===== config.mk =====
export PLATFORM = sky130hd
export DESIGN_NAME = pio_dma_32_rx_engine_flat
export DESIGN_NICKNAME = d
export VERILOG_FILES = /design/src/rtl/pio_dma_32_rx_engine_if.sv /design/src/rtl/pio_dma_32_rx_engine.sv /design/src/flat_wrapper.sv
export SDC_FILE = /design/constraint.sdc
export NUM_CORES = 1
export LEC_CHECK = 0
export BUFFER_PORTS_ARGS = -buffer_cell sky130_fd_sc_hd__buf_2
export CORE_MARGIN = 5
export CORE_UTILIZATION = 45
export CTS_BUF_LIST = sky130_fd_sc_hd__clkbuf_16
export CTS_CLUSTER_DIAMETER = 150
export DETAILED_ROUTE_END_ITERATION = 10
export PLACE_DENSITY = 0.72
export SYNTH_ARGS = -nofsm -noshare
export SYNTH_HDL_FRONTEND = slang
export SYNTH_SLANG_ARGS = --single-unit

===== constraint.sdc =====
create_clock -name clk -period 3 [get_ports clk]
set_clock_uncertainty 0.15 [all_clocks]
set_input_delay 0.45 -clock clk [delete_from_list [all_inputs] [get_ports clk]]
set_output_delay 0.45 -clock clk [all_outputs]
set_load 0.05 [all_outputs]

===== src/rtl/pio_dma_32_rx_engine_if.sv =====
// pio_dma_32_rx_engine_if: TRN local-link receive bus between the PCIe core (master) and the RX engine (slave)
//   trn_rd         : receive data beat
//   trn_rsof_n     : start of frame, active-low
//   trn_reof_n     : end of frame, active-low
//   trn_rsrc_rdy_n : source ready, active-low
//   trn_rsrc_dsc_n : source discontinue, active-low
//   trn_rdst_rdy_n : destination ready, active-low (driven by the slave)
//   trn_rbar_hit_n : BAR hit vector, active-low
interface pio_dma_32_rx_engine_if;
   logic [31:0] trn_rd;
   logic        trn_rsof_n;
   logic        trn_reof_n;
   logic        trn_rsrc_rdy_n;
   logic        trn_rsrc_dsc_n;
   logic        trn_rdst_rdy_n;
   logic [6:0]  trn_rbar_hit_n;
   modport master (
      output trn_rd, trn_rsof_n, trn_reof_n, trn_rsrc_rdy_n, trn_rsrc_dsc_n, trn_rbar_hit_n,
      input  trn_rdst_rdy_n
   );
   modport slave (
      input  trn_rd, trn_rsof_n, trn_reof_n, trn_rsrc_rdy_n, trn_rsrc_dsc_n, trn_rbar_hit_n,
      output trn_rdst_rdy_n
   );
endinterface


===== src/rtl/pio_dma_32_rx_engine.sv =====
// pio_dma_32_rx_engine: 32-bit TRN receive engine decoding MRd/MWr TLPs into completion requests and register writes
//   clk, rst              : user clock, synchronous active-high reset
//   rx                    : TRN receive bus (slave modport)
//   req_compl_o           : completion pending towards the TX engine
//   req_compl_with_data_o : pending completion carries data
//   compl_done_i          : completion sent, single-cycle pulse
//   req_*_o               : latched request header fields, req_addr_o is the byte address [12:0]
//   wr_addr_o/be/data/en  : register write port, wr_busy_i backpressures it
//   Optional: define PIO_RX_MEM64_EN to also decode 4DW MRd64/MWr64 requests
module pio_dma_32_rx_engine #(
   parameter int WR_ADDR_W = 11
) (
   input  logic                 clk,
   input  logic                 rst,
   pio_dma_32_rx_engine_if.slave rx,
   output logic                 req_compl_o,
   output logic                 req_compl_with_data_o,
   input  logic                 compl_done_i,
   output logic [2:0]           req_tc_o,
   output logic                 req_td_o,
   output logic                 req_ep_o,
   output logic [1:0]           req_attr_o,
   output logic [9:0]           req_len_o,
   output logic [15:0]          req_rid_o,
   output logic [7:0]           req_tag_o,
   output logic [7:0]           req_be_o,
   output logic [12:0]          req_addr_o,
   output logic [WR_ADDR_W-1:0] wr_addr_o,
   output logic [3:0]           wr_be_o,
   output logic [31:0]          wr_data_o,
   output logic                 wr_en_o,
   input  logic                 wr_busy_i
);
   localparam logic [3:0] IDLE       = 4'd0;
   localparam logic [3:0] RD_DW1     = 4'd1;
   localparam logic [3:0] RD_DW2     = 4'd2;
   localparam logic [3:0] WR_DW1     = 4'd3;
   localparam logic [3:0] WR_DW2     = 4'd4;
   localparam logic [3:0] WR_DATA    = 4'd5;
   localparam logic [3:0] WAIT_COMPL = 4'd6;
   localparam logic [3:0] DISCARD    = 4'd7;

   logic [3:0]  state, nxt, hop_st;
   logic [10:0] cnt;
   logic [6:0]  ft;
   logic        rdy_q, first, acc, go, sof, eof, bar_hit;
   logic        mrd, mwr, rd_adr, wr_adr, hop, unused_bar;

   assign ft      = rx.trn_rd[30:24];
   assign sof     = !rx.trn_rsof_n;
   assign eof     = !rx.trn_reof_n;
   assign bar_hit = !rx.trn_rbar_hit_n[0];
   assign unused_bar = &{1'b0, rx.trn_rbar_hit_n[6:1]};
   // Registered part throttles from the cycle WAIT_COMPL is entered; write backpressure acts immediately
   assign rx.trn_rdst_rdy_n = rdy_q | (state == WR_DATA && wr_busy_i);
   assign acc = !rx.trn_rsrc_rdy_n && !rx.trn_rdst_rdy_n;
   // A discontinued beat is never processed
   assign go  = acc && rx.trn_rsrc_dsc_n;

`ifdef PIO_RX_MEM64_EN
   localparam logic [3:0] RD_DW3 = 4'd8;
   localparam logic [3:0] WR_DW3 = 4'd9;
   logic m64;
   always_ff @(posedge clk)
      if (rst) m64 <= 1'b0;
      else if (state == IDLE && go) m64 <= rx.trn_rd[29];
   assign mrd    = ft == 7'h00 || ft == 7'h20;
   assign mwr    = ft == 7'h40 || ft == 7'h60;
   // 4DW headers skip the upper-address DW2 and take the address from DW3
   assign hop    = m64 && (state == RD_DW2 || state == WR_DW2);
   assign hop_st = state == RD_DW2 ? RD_DW3 : WR_DW3;
   assign rd_adr = (state == RD_DW2 && !m64) || state == RD_DW3;
   assign wr_adr = (state == WR_DW2 && !m64) || state == WR_DW3;
`else
   assign mrd    = ft == 7'h00;
   assign mwr    = ft == 7'h40;
   assign hop    = 1'b0;
   assign hop_st = IDLE;
   assign rd_adr = state == RD_DW2;
   assign wr_adr = state == WR_DW2;
`endif

   always_comb begin
      nxt = state;
      if (!rx.trn_rsrc_dsc_n) nxt = IDLE;
      else if (state == WAIT_COMPL) nxt = compl_done_i ? IDLE : WAIT_COMPL;
      else if (go) begin
         if (state == IDLE)
            nxt = (sof && bar_hit && mrd) ? RD_DW1 : (sof && bar_hit && mwr) ? WR_DW1 : eof ? IDLE : DISCARD;
         else if (state == WR_DATA) nxt = eof ? IDLE : (cnt == 11'd1) ? DISCARD : WR_DATA;
         else if (rd_adr) nxt = WAIT_COMPL;
         // EOF also terminates truncated headers and drained TLPs
         else if (eof) nxt = IDLE;
         else if (wr_adr) nxt = WR_DATA;
         else if (hop) nxt = hop_st;
         else if (state == RD_DW1) nxt = RD_DW2;
         else if (state == WR_DW1) nxt = WR_DW2;
         else if (state != DISCARD) nxt = IDLE;
      end
   end

   always_ff @(posedge clk) begin
      if (rst) begin
         state                 <= IDLE;
         rdy_q                 <= 1'b1;
         first                 <= 1'b0;
         cnt                   <= '0;
         req_compl_o           <= 1'b0;
         req_compl_with_data_o <= 1'b0;
         req_tc_o              <= '0;
         req_td_o              <= 1'b0;
         req_ep_o              <= 1'b0;
         req_attr_o            <= '0;
         req_len_o             <= '0;
         req_rid_o             <= '0;
         req_tag_o             <= '0;
         req_be_o              <= '0;
         req_addr_o            <= '0;
         wr_addr_o             <= '0;
         wr_be_o               <= '0;
         wr_data_o             <= '0;
         wr_en_o               <= 1'b0;
      end else begin
         state   <= nxt;
         rdy_q   <= nxt == WAIT_COMPL;
         wr_en_o <= go && state == WR_DATA;
         if (wr_en_o) wr_addr_o <= wr_addr_o + 1'b1;
         if (state == IDLE && nxt == RD_DW1) begin
            req_tc_o   <= rx.trn_rd[22:20];
            req_td_o   <= rx.trn_rd[15];
            req_ep_o   <= rx.trn_rd[14];
            req_attr_o <= rx.trn_rd[13:12];
            req_len_o  <= rx.trn_rd[9:0];
         end
         // len=0 encodes 1024 DW
         if (state == IDLE && nxt == WR_DW1) cnt <= {rx.trn_rd[9:0] == 10'd0, rx.trn_rd[9:0]};
         if (go && (state == RD_DW1 || state == WR_DW1)) begin
            req_rid_o <= rx.trn_rd[31:16];
            req_tag_o <= rx.trn_rd[15:8];
            req_be_o  <= rx.trn_rd[7:0];
         end
         if (go && (rd_adr || wr_adr)) req_addr_o <= {rx.trn_rd[12:2], 2'b00};
         if (go && wr_adr) begin
            wr_addr_o <= rx.trn_rd[WR_ADDR_W+1:2];
            first     <= 1'b1;
         end
         if (go && rd_adr) begin
            req_compl_o           <= 1'b1;
            req_compl_with_data_o <= 1'b1;
         end
         if (go && state == WR_DATA) begin
            wr_data_o <= rx.trn_rd;
            wr_be_o   <= first ? req_be_o[3:0] : (cnt == 11'd1) ? req_be_o[7:4] : 4'hF;
            cnt       <= cnt - 1'b1;
            first     <= 1'b0;
         end
         if (!rx.trn_rsrc_dsc_n || (state == WAIT_COMPL && compl_done_i)) begin
            req_compl_o           <= 1'b0;
            req_compl_with_data_o <= 1'b0;
         end
      end
   end
endmodule


===== src/flat_wrapper.sv =====
// flat-port wrapper written by rule: the top's interface ports become plain ports
module pio_dma_32_rx_engine_flat 
#(
   parameter int WR_ADDR_W = 11
)
  (clk, rst, req_compl_o, req_compl_with_data_o, compl_done_i, req_tc_o, req_td_o, req_ep_o, req_attr_o, req_len_o, req_rid_o, req_tag_o, req_be_o, req_addr_o, wr_addr_o, wr_be_o, wr_data_o, wr_en_o, wr_busy_i, rx_trn_rd, rx_trn_rsof_n, rx_trn_reof_n, rx_trn_rsrc_rdy_n, rx_trn_rsrc_dsc_n, rx_trn_rbar_hit_n, rx_trn_rdst_rdy_n);
  pio_dma_32_rx_engine_if rx_i ();
  input  logic clk;
  input  logic rst;
  output logic req_compl_o;
  output logic req_compl_with_data_o;
  input  logic compl_done_i;
  output logic [2:0] req_tc_o;
  output logic req_td_o;
  output logic req_ep_o;
  output logic [1:0] req_attr_o;
  output logic [9:0] req_len_o;
  output logic [15:0] req_rid_o;
  output logic [7:0] req_tag_o;
  output logic [7:0] req_be_o;
  output logic [12:0] req_addr_o;
  output logic [WR_ADDR_W-1:0] wr_addr_o;
  output logic [3:0] wr_be_o;
  output logic [31:0] wr_data_o;
  output logic wr_en_o;
  input  logic wr_busy_i;
  input wire logic [$bits(rx_i.trn_rd)-1:0] rx_trn_rd;
  input wire logic [$bits(rx_i.trn_rsof_n)-1:0] rx_trn_rsof_n;
  input wire logic [$bits(rx_i.trn_reof_n)-1:0] rx_trn_reof_n;
  input wire logic [$bits(rx_i.trn_rsrc_rdy_n)-1:0] rx_trn_rsrc_rdy_n;
  input wire logic [$bits(rx_i.trn_rsrc_dsc_n)-1:0] rx_trn_rsrc_dsc_n;
  input wire logic [$bits(rx_i.trn_rbar_hit_n)-1:0] rx_trn_rbar_hit_n;
  output wire logic [$bits(rx_i.trn_rdst_rdy_n)-1:0] rx_trn_rdst_rdy_n;
  assign rx_i.trn_rd = rx_trn_rd;
  assign rx_i.trn_rsof_n = rx_trn_rsof_n;
  assign rx_i.trn_reof_n = rx_trn_reof_n;
  assign rx_i.trn_rsrc_rdy_n = rx_trn_rsrc_rdy_n;
  assign rx_i.trn_rsrc_dsc_n = rx_trn_rsrc_dsc_n;
  assign rx_i.trn_rbar_hit_n = rx_trn_rbar_hit_n;
  assign rx_trn_rdst_rdy_n = rx_i.trn_rdst_rdy_n;
  pio_dma_32_rx_engine #(.WR_ADDR_W(WR_ADDR_W)) u_core (.clk(clk), .rst(rst), .rx(rx_i), .req_compl_o(req_compl_o), .req_compl_with_data_o(req_compl_with_data_o), .compl_done_i(compl_done_i), .req_tc_o(req_tc_o), .req_td_o(req_td_o), .req_ep_o(req_ep_o), .req_attr_o(req_attr_o), .req_len_o(req_len_o), .req_rid_o(req_rid_o), .req_tag_o(req_tag_o), .req_be_o(req_be_o), .req_addr_o(req_addr_o), .wr_addr_o(wr_addr_o), .wr_be_o(wr_be_o), .wr_data_o(wr_data_o), .wr_en_o(wr_en_o), .wr_busy_i(wr_busy_i));
endmodule

==> key figures, run 1 <==
Global route
  – Wire length of the first global-routing pass: around 26 mm
  – Vias in the first global route: 4,990
  – Global route overflow: 0
  – Initial antenna violation count: 0
  – GRT Resource Usage Total: 22.5%
  – Largest net degree at the start of global routing: 70

Timing
  – Post-route clock period utilization: between 90% and 100%
  – Max-slew headroom: between 50% and 60%
  – Final setup fails: 0
  – Tmin final: between 2000 and 3000 ps
  – Worst Tran Pin Value: around 740 ps
  – Final setup TNS: 0 ps
  – Final setup margin: 236 ps
  – Final worst hold slack: roughly 150 ps
  – RSZ-0062 raised after global routing: no
  – Max Freq: around 360 MHz
  – Fin. Hold Viols: 0
  – Pins Over Slew Limit: 0

Synthesis
  – Post-Synth XOR/XNOR Area: 2.16%
  – Avg Inst Size Synth: 8.08 µm²
  – Synth top area cells: dfxtp_1 (48%), nand2_1 (11%), a21oi_1 (9.0%)
  – Synthesized flop and latch total: 126
  – Mapped Area: between 0.005 and 0.006 mm²
  – Largest family of logic cells by synthesized area: simple AND/OR/NAND/NOR gates
  – Share of the synthesized area in the top cell type: between 40 and 50%
  – Seq/Total Area, Yosys: a little under half
  – Synth Instances: around 650
  – Synth Flop Type: dfxtp_1
  – Mux contribution to synthesized area: 2.65%
  – Leading area contributor after synthesis: dfxtp_1
  – Synth Area in Compound Gates: 17.9%
  – Synth Area in Adders: less than 1%
  – Count of cell types in the netlist: 56
  – Post-synth EDFFs: 0
  – Asr flop ratio synth: 0%
  – YS warnings: 0
  – Simple logic cell fraction of the synthesized area: 24.0%

Clocking
  – CTS tree: yes
  – CTS sink count: 126
  – Cts bufs inserted: 17
  – Clock root buffer: clkbuf_16
  – Setup repair bufs after CTS: 0
  – CTS H-Tree Depth: 4
  – Clock-pin slew on the worst setup and hold paths: 50 ps
  – Clk_lat worst skew: 400 ps
  – CTS Buffer Depth: 2

Placed design
  – Hpwl dp: 10.9 mm
  – Gpl congestion: 0.842
  – Dpl ws: 29.5 ps
  – Port Buffers: between 150 and 200

Worst setup path
  – Top delay family on crit path: simple AND/OR/NAND/NOR gates
  – Critical path class: reg -> reg
  – Worst EP required: between 3000 and 4000 ps
  – CP Launch Type: register
  – Worst-path cell with the longest stage delay: dfxtp_1
  – Crit. End Element: register
  – Cell Chain, Critical Path: inv_1 -> or4_4 -> or3_2 -> or4_1 -> o21a_1 -> a31oi_1
  – Worst path bufs/invs: 1
  – Crit path DAT: 2950 ps
  – Max FO, Critical Path: 14
  – Largest stage delay on the critical path: a little over 600 ps

Die
  – Core Region: around 0.011 mm²
  – Die Area: about 0.014 mm²
  – Die Wd: 118 µm
  – Die height: 118 µm
  – I/O Pins: between 150 and 200
  – Starting Density: a little under half
  – Core Rows: 39

Final layout
  – Footprint of the multi-input gates: 0.00253 mm²
  – Post-layout nets: 836
  – Storage element area: ~0.0025 mm²
  – Antenna Cells: 0
  – Layout cell share with drive strength beyond 1: between 20% and 30%
  – Area Overhead vs Synth: 26.8%
  – Filler cells: 1,038

Worst hold path
  – Hold Crit Class: in -> reg

Route
  – Initial drt markers: 284
  – Vias: 5,228
  – First-pass iteration count of the detailed router: 5
  – Antenna Nets Post-Route: 0
  – Vias per cell: between 5 and 6
  – Routed len/inst: 16.8 µm
  – DRC: 0
  – Post-Route WL: between 15 and 20 mm

Run
  – Max-cap violations: 0

Power and ir drop
  – Pwr Total: about 3700 µW
  – Power Density: around 560 mW/mm²
  – LEAKAGE: about 0.0027 µW
  – Worst VDD drop: approximately 0.33 mV

Outcome
  – Status: completed
## registers in the layout, summed over array words and instances, names as in the netlist, 8 cells and up
| signal | flops |
|---|---|
| u_core.cnt | 11 |
| u_core.req_addr_o | 11 |
| u_core.req_be_o | 8 |
| u_core.req_len_o | 10 |
| u_core.req_rid_o | 16 |
| u_core.req_tag_o | 8 |
| u_core.wr_addr_o | 11 |
| u_core.wr_data_o | 32 |
## cells in the mapped netlist, drive strengths merged, types with 4 or more instances
master / count
nand2: 154
dfxtp: 126
a21oi: 95
clkbuf: 42
nor2: 40
nand3: 25
o21ai: 22
mux2i: 14
a211oi: 12
a31oi: 10
buf: 10
nand3b: 9
nor4: 9
xor2: 8
nor3: 7
inv: 6
nand4: 5
xnor2: 5
a21o: 4
and3: 4
o221ai: 4
## layout by cell type, fill, tap and decap left out, drive strengths merged, types with 6 or more instances in the layout
cell / Yosys / layout
nor4: 9 / 9
nand3b: 9 / 9
a31oi: 10 / 10
inv: 6 / 6
a211oi: 12 / 12
mux2i: 14 / 14
nor3: 7 / 7
a21oi: 95 / 95
nand2: 154 / 154
nand3: 25 / 25
buf: 10 / 165
clkbuf: 42 / 17
xor2: 8 / 8
o21ai: 22 / 22
dfxtp: 126 / 126
nor2: 40 / 40
clkinv: 0 / 9
## metrics by stage
stage	utilization, %	area, µm²	std cells
after global routing	58.4	6690	942
after detailed placement	53.7	6160	910
after floorplan	-	5280	654
after global placement	53.7	6160	910
after CTS	58.3	6690	942
final	58.4	6690	942
## worst min-delay path, cell delays in order
cell	delay [ps]
buf_2	110
nand2_1	50
a21oi_1	50
## metal layers
layer / part of all wire, % / up-vias / wire (µm) / GRT usage, %
met3: 8.0 / 22 / 1270 / 6.97
met2: 49 / 209 / 7770 / 38.1
met4: 1.6 / 0 / 256 / 7.89
li1: - / 2514 / - / -
met5: 0 / - / 0 / 0
met1: 41 / 2483 / 6570 / 26.9
## final timing paths
path / endpoint / cells after the start / from / slack [ps]
worst max-delay path: u_core.cnt[9]$_SDFFE_PP0P_ / 6 / u_core.state[2]$_SDFF_PP0_ / 240
worst min-delay path: u_core.req_rid_o[2]$_SDFFE_PP0P_ / 3 / rx_trn_rd[18] / 150
worst max register to register: u_core.cnt[9]$_SDFFE_PP0P_ / 6 / u_core.state[2]$_SDFF_PP0_ / 240
worst min register to register: u_core.wr_data_o[27]$_SDFFE_PP0P_ / 2 / u_core.wr_data_o[27]$_SDFFE_PP0P_ / 300
## cell type report
cell class / count / area share (%)
Clock buffer: 17 / 6.36
Clock inverter: 15 / 1.57
Inverter: 6 / 0.374
Multi-Input combinational cell: 470 / 37.9
Sequential cell: 126 / 37.7
Tap cell: 143 / 2.67
Timing Repair Buffer: 165 / 13.5
## cells by family after synthesis
family,count (synthesis)
AO/OA/AOI/OAI,162
XOR/XNOR,13
adder cells (fa/ha/maj),3
buffers and inverters,58
flip-flops,126
multiplexers,14
other,1
AND/OR/NAND/NOR,276
## timing repair
| action | in CTS | in global routing |
|---|---|---|
| gates resized for setup | 0 | 1 |
| endpoints found under the setup margin | 0 | 17 |
| hold buffers | 0 | 0 |
## report_power, final
part / total (µW) / switching [µW] / internal [µW]
clock network: 1820 / 712 / 1110
logic: 207 / 147 / 59.8
registers: 1700 / 11.7 / 1690
total: 3730 / 871 / 2860
Power figures use the tool's default switching activity.
==> run 2: changes to the inputs <==
==> constraint.sdc (replaced) <==
create_clock -name clk -period 3 [get_ports clk]
set_clock_uncertainty 0.15 [all_clocks]
set_input_delay 0.3 -clock clk [delete_from_list [all_inputs] [get_ports clk]]
set_output_delay 0.3 -clock clk [all_outputs]
set_load 0.05 [all_outputs]
==> run 2 against run 1 <==
  * Sequential power about the same
  * Critical path depth did not move
  * Count of clock-buffer cells in the layout unchanged
  * Critical endpoint is now u_core.req_tc_o[2]$_SDFFE_PP0P_
  * Flip-flop and latch count unchanged
  * Critical path type unchanged
==> key figures, run 2 (synthesis results as in run 1) <==
Clocking
  – Cts bufs inserted: 17
  – Clock root buffer: clkbuf_16
  – CTS H-Tree Depth: 4
  – Clk_lat worst skew: 410 ps
  – CTS tree: yes
  – Clock-pin slew on the worst setup and hold paths: around 50 ps
  – CTS sink count: approximately 130
  – Setup repair bufs after CTS: 0
  – CTS Buffer Depth: 2

Route
  – Vias per cell: 5.55
  – Post-Route WL: 16.0 mm
  – Initial drt markers: 343
  – First-pass iteration count of the detailed router: 5
  – Antenna Nets Post-Route: 0
  – DRC: 0
  – Routed len/inst: 16.9 µm
  – Vias: about 5,300

Final layout
  – Post-route insts no fill: 952
  – Most frequent cells in the layout: nand2_1 (154), buf_2 (150), dfxtp_1 (126), a21oi_1 (94), nor2_1 (40)
  – Antenna Cells: 0
  – Largest regs: u_core.wr_data_o (32), u_core.req_rid_o (16)
  – Layout cell share with drive strength beyond 1: 25.5%
  – Commonest non-fill, non-tap cell in the layout: nand2_1
  – Max FFs per register: 32
  – Reg with most FFs: u_core.wr_data_o
  – Final Cell Area: 0.00681 mm²
  – Area Overhead vs Synth: 29.0%
  – Post-layout util: between 50% and 60%
  – Post-layout nets: 848

Outcome
  – Status: completed

Placed design
  – Hpwl dp: about 11 mm
  – Dpl cells: between 900 and 1,000
  – Gpl congestion: between 0.8 and 0.9
  – Port Buffers: 151
  – Dpl ws: around 110 ps
  – DP Area: around 0.0061 mm²

Global route
  – GRT Resource Usage Total: between 20% and 30%
  – Largest net degree at the start of global routing: between 60 and 70
  – Initial antenna violation count: 0
  – Wire length of the first global-routing pass: 25.8 mm
  – Global route overflow: 0
  – Vias in the first global route: 5,120

Timing
  – Final setup margin: around 200 ps
  – Post-route clock period utilization: 93.4%
  – Max-slew headroom: between 50% and 60%
  – Tmin final: 2800 ps
  – Max Freq: around 360 MHz
  – Fin. Hold Viols: 0
  – Pins Over Slew Limit: 0
  – Final setup fails: 0
  – RSZ-0062 raised after global routing: no
  – Final setup TNS: 0 ps
  – Worst Tran Pin Value: 675 ps

Power and ir drop
  – LEAKAGE: 0.00278 µW
  – Power Density: around 560 mW/mm²
  – Worst VDD drop: 0.353 mV

Worst setup path
  – CP Launch Type: register
  – Crit path DAT: approximately 2900 ps
  – Worst-path cell with the longest stage delay: or3_1
  – Top delay family on crit path: simple AND/OR/NAND/NOR gates
  – Critical path class: reg -> reg
  – Worst EP required: approximately 3100 ps
  – Worst path bufs/invs: 0
  – Largest stage delay on the critical path: a little over 600 ps
  – Crit. End Element: register
  – Cell Chain, Critical Path: nor4bb_2 -> a21boi_0 -> o211a_1 -> or3_1 -> o21ai_0 -> a21oi_1
  – Max FO, Critical Path: 17

Die
  – Core Rows: 39
  – Die height: approximately 120 µm
  – Die Wd: 118 µm
  – Starting Density: a little under half
  – Core Region: ~0.011 mm²
  – I/O Pins: 160
  – Die Area: approximately 0.014 mm²

Worst hold path
  – Hold Crit Class: in -> reg

Run
  – Max-cap violations: 0
==> run 2: cell count changes in the layout (fill, tap and decap cells not counted), sizes merged <==
cell,previous run,this run
dlygate4sd3,0,13
clkinvlp,5,0
buf,165,164
bufinv,1,2
clkinv,9,10
inv,6,7
==> run 2: routing by layer <==
| metal | wire (µm) | track usage, % | part of all wire (%) | up-vias |
|---|---|---|---|---|
| met4 | 333 | 7.53 | 2.1 | 0 |
| met2 | 7890 | 37.1 | 49 | 178 |
| li1 | - | - | - | 2539 |
| met5 | 0 | 0 | 0 | - |
| met1 | 6780 | 26.8 | 42 | 2544 |
| met3 | 1040 | 7.40 | 6.5 | 21 |
==> run 2: path summary, 6_finish.rpt <==
path	end	slack, ps	from	depth (start not counted)
setup / recovery	u_core.req_tc_o[2]$_SDFFE_PP0P_	200	u_core.state[2]$_SDFF_PP0_	6
hold / removal	u_core.wr_data_o[27]$_SDFFE_PP0P_	9	rx_trn_rd[27]	3
setup reg to reg	u_core.req_tc_o[2]$_SDFFE_PP0P_	200	u_core.state[2]$_SDFF_PP0_	6
hold reg to reg	u_core.wr_be_o[3]$_SDFFE_PP0P_	300	u_core.wr_be_o[3]$_SDFFE_PP0P_	2
==> run 2: report_power, final <==
group	internal, µW	switching, µW	total, µW
clock	1180	684	1870
sequential	1690	11.3	1700
combinational	71.4	149	220
==> run 2: tightest hold or removal path: stages <==
cell     delay [ps]
buf_2           110
nand2_1          50
a21oi_1          50
==> run 2: per-stage QoR <==
stage | hold slack, ps | total power [µW]
detailed placement | 295 | 1930
global placement | 290 | 1930
finish | 8.61 | 3790
floorplan | 286 | 1850
CTS | 0.955 | 3800
global route | 18.9 | 3910
==> run 2: cell type report <==
class / instances / area, µm²
flip-flops and latches: 126 / 2520
well taps: 143 / 179
inverters: 6 / 25.0
fillers: 1006 / 4660
clock buffers: 17 / 425
repair buffers: 177 / 1010
multi-input cells: 470 / 2540
clock inverters: 13 / 108
==> run 2: repair_timing <==
item | in CTS | in global routing
resized for setup | 0 | 2
hold buffers | 13 | 0
endpoints found under the setup margin | 0 | 19
hold endpoints to repair | 19 | 0
==> run 3: changes to the inputs <==
--- a/config.mk
+++ b/config.mk
@@ -8,7 +8,7 @@
 export BUFFER_PORTS_ARGS = -buffer_cell sky130_fd_sc_hd__buf_2
 export CORE_MARGIN = 5
 export CORE_UTILIZATION = 45
-export CTS_BUF_LIST = sky130_fd_sc_hd__clkbuf_16
+export CTS_BUF_LIST = sky130_fd_sc_hd__clkbuf_4
 export CTS_CLUSTER_DIAMETER = 150
 export DETAILED_ROUTE_END_ITERATION = 10
 export PLACE_DENSITY = 0.72
==> run 3 against run 2 <==
  * Wire length down 0.45%
  * Register-to-register slack better by 60 ps
  * First-iteration DRC count down 4.1%
  * Flip-flop and latch count unchanged
  * Critical path type is now in -> reg
  * Non-clock buffer count up 20
  * Count of clock-buffer cells in the layout up 1
  * Hold slack better by 67 ps
  * Global-route usage up 0.085 points
  * Via count up 1.1%
  * Combinational power up 9.5%
  * Total power down 21%
==> key figures, run 3 (synthesis results as in run 1) <==
Final layout
  – Post-layout nets: 868
  – Reg with most FFs: u_core.wr_data_o
  – Commonest non-fill, non-tap cell in the layout: nand2_1
  – Area Overhead vs Synth: 27.3%
  – Post-route insts no fill: 974
  – Largest regs: u_core.wr_data_o (32), u_core.req_rid_o (16)
  – Layout cell share with drive strength beyond 1: between 20% and 30%
  – Max FFs per register: 32
  – Most frequent cells in the layout: nand2_1 (154), buf_2 (150), dfxtp_1 (126), a21oi_1 (94), nor2_1 (40)

Power and ir drop
  – Power Density: 443 mW/mm²
  – Worst VDD drop: slightly above 0.3 mV
  – LEAKAGE: approximately 0.0027 µW

Worst hold path
  – HP Start: rx_trn_rsrc_rdy_n
  – Hold Crit Class: in -> reg
  – WHS Endpoint: u_core.state[2]$_SDFF_PP0_
  – Cells on Worst Hold Path: 4

Die
  – Starting Density: a little under half
  – Core Rows: 39
  – Core Region: between 0.01 and 0.015 mm²
  – Die height: 118 µm
  – I/O Pins: 160
  – Die Wd: approximately 120 µm
  – Die Area: between 0.01 and 0.015 mm²

Timing
  – Pins Over Slew Limit: 0
  – Max-slew headroom: around 56%
  – Final setup fails: 0
  – Tmin final: between 2000 and 3000 ps
  – Post-route clock period utilization: just over 90%
  – Max Freq: about 360 MHz
  – Final setup TNS: 0 ps
  – Fin. Hold Viols: 0
  – RSZ-0062 raised after global routing: no
  – Worst Tran Pin Value: roughly 660 ps

Clocking
  – CTS H-Tree Depth: 4
  – Cts bufs inserted: 17
  – Setup repair bufs after CTS: 0
  – Clk_lat worst skew: about 500 ps
  – Clock root buffer: clkbuf_4
  – CTS Buffer Depth: 2
  – Clock-pin slew on the worst setup and hold paths: approximately 100 ps
  – CTS tree: yes
  – CTS sink count: 126

Placed design
  – Hpwl dp: ~11 mm
  – Dpl cells: 909
  – Gpl congestion: around 0.85
  – Port Buffers: roughly 150

Route
  – First-pass iteration count of the detailed router: 5
  – Routed len/inst: 16.4 µm
  – Initial drt markers: approximately 330
  – Post-Route WL: 16.0 mm
  – Vias per cell: about 5.5
  – Vias: approximately 5,300
  – DRC: 0
  – Antenna Nets Post-Route: 0

Outcome
  – Status: completed

Worst setup path
  – Max FO, Critical Path: 17
  – R2r worst-path depth: 6
  – CP Launch Type: primary input
  – Reg2reg start: u_core.state[2]$_SDFF_PP0_
  – Crit. End Element: register
  – Crit path DAT: roughly 3000 ps
  – Critical path class: in -> reg
  – Worst reg2reg path endpoint: u_core.req_len_o[8]$_SDFFE_PP0P_
  – Worst EP required: roughly 3200 ps
  – Reg-to-reg slack, setup: 260 ps

Global route
  – Largest net degree at the start of global routing: 64
  – GRT Resource Usage Total: 22.3%
  – Global route overflow: 0
  – Vias in the first global route: about 5,100
  – Wire length of the first global-routing pass: approximately 26 mm
  – Initial antenna violation count: 1

Run
  – Max-cap violations: 0
[run 3: cell types whose count changed in the layout (fill, tap and decap cells not counted)]
cell / delta
clkbuf_16: -17
clkbuf_4: +18
diode_2: +2
dlygate4sd3_1: +20
inv_1: -1
[run 3: critical path, cell delays in order]
cell and delay (ps):
dlygate4sd3_1 530, buf_2 140, nor4_1 580, a21oi_1 180, o211a_1 310, or3_1 610
o21ai_0 250, a21oi_1 90
[run 3: report_power, final]
| group | total, µW | switching, µW | internal (µW) |
|---|---|---|---|
| clock network | 1040 | 567 | 474 |
| logic | 241 | 152 | 88.4 |
| registers | 1690 | 11.1 | 1680 |
[run 3: metrics by stage]
step                hold WS (ps)  total power, µW  setup slack (ps)  area, µm²  utilization, %
floorplan                    286             1850               588       5280               -
global placement             290             1930               182       6140            53.5
detailed placement           295             1930               107       6140            53.5
CTS                         30.2             2990              78.8       6710            58.5
global route                49.5             3100              39.8       6720            58.6
finish                      75.2             2980               231       6720            58.6
[run 3: timing repair]
| item | CTS | global route |
|---|---|---|
| gates resized for setup | 0 | 2 |
| hold buffers | 33 | 0 |
| setup endpoints to repair | 0 | 19 |
| endpoints found under the hold margin | 98 | 0 |
[run 3: final cells by class]
| type | instances | area (µm²) |
|---|---|---|
| clock inverters | 12 | 104 |
| repair buffers | 197 | 1210 |
| well taps | 143 | 179 |
| flip-flops and latches | 126 | 2520 |
| multi-input cells | 470 | 2540 |
| inverters | 6 | 25.0 |
| fillers | 1022 | 4750 |
| clock buffers | 18 | 135 |
| diodes | 2 | 5.00 |
[run 3: routing by layer]
layer	routed length [µm]	GRT usage [%]	vias to the layer above
met3	1190	7.55	30
met5	0	0	-
met4	432	7.96	0
met1	6490	26.9	2524
met2	7860	36.9	200
li1	-	-	2586
[run 3: how the worst max path moves through the flow]
stage,start,endpoint
after detailed placement,u_core.state[0]$_SDFF_PP0_,u_core.req_attr_o[1]$_SDFFE_PP0P_
after global routing,u_core.state[2]$_SDFF_PP0_,u_core.req_tc_o[0]$_SDFFE_PP0P_
after floorplan,u_core.state[0]$_SDFF_PP0_,u_core.cnt[9]$_SDFFE_PP0P_
final,rx_trn_rd[28],u_core.req_len_o[8]$_SDFFE_PP0P_
after global placement,rx_trn_rd[28],u_core.req_attr_o[1]$_SDFFE_PP0P_
after CTS,u_core.state[3]$_SDFF_PP0_,u_core.req_len_o[7]$_SDFFE_PP0P_
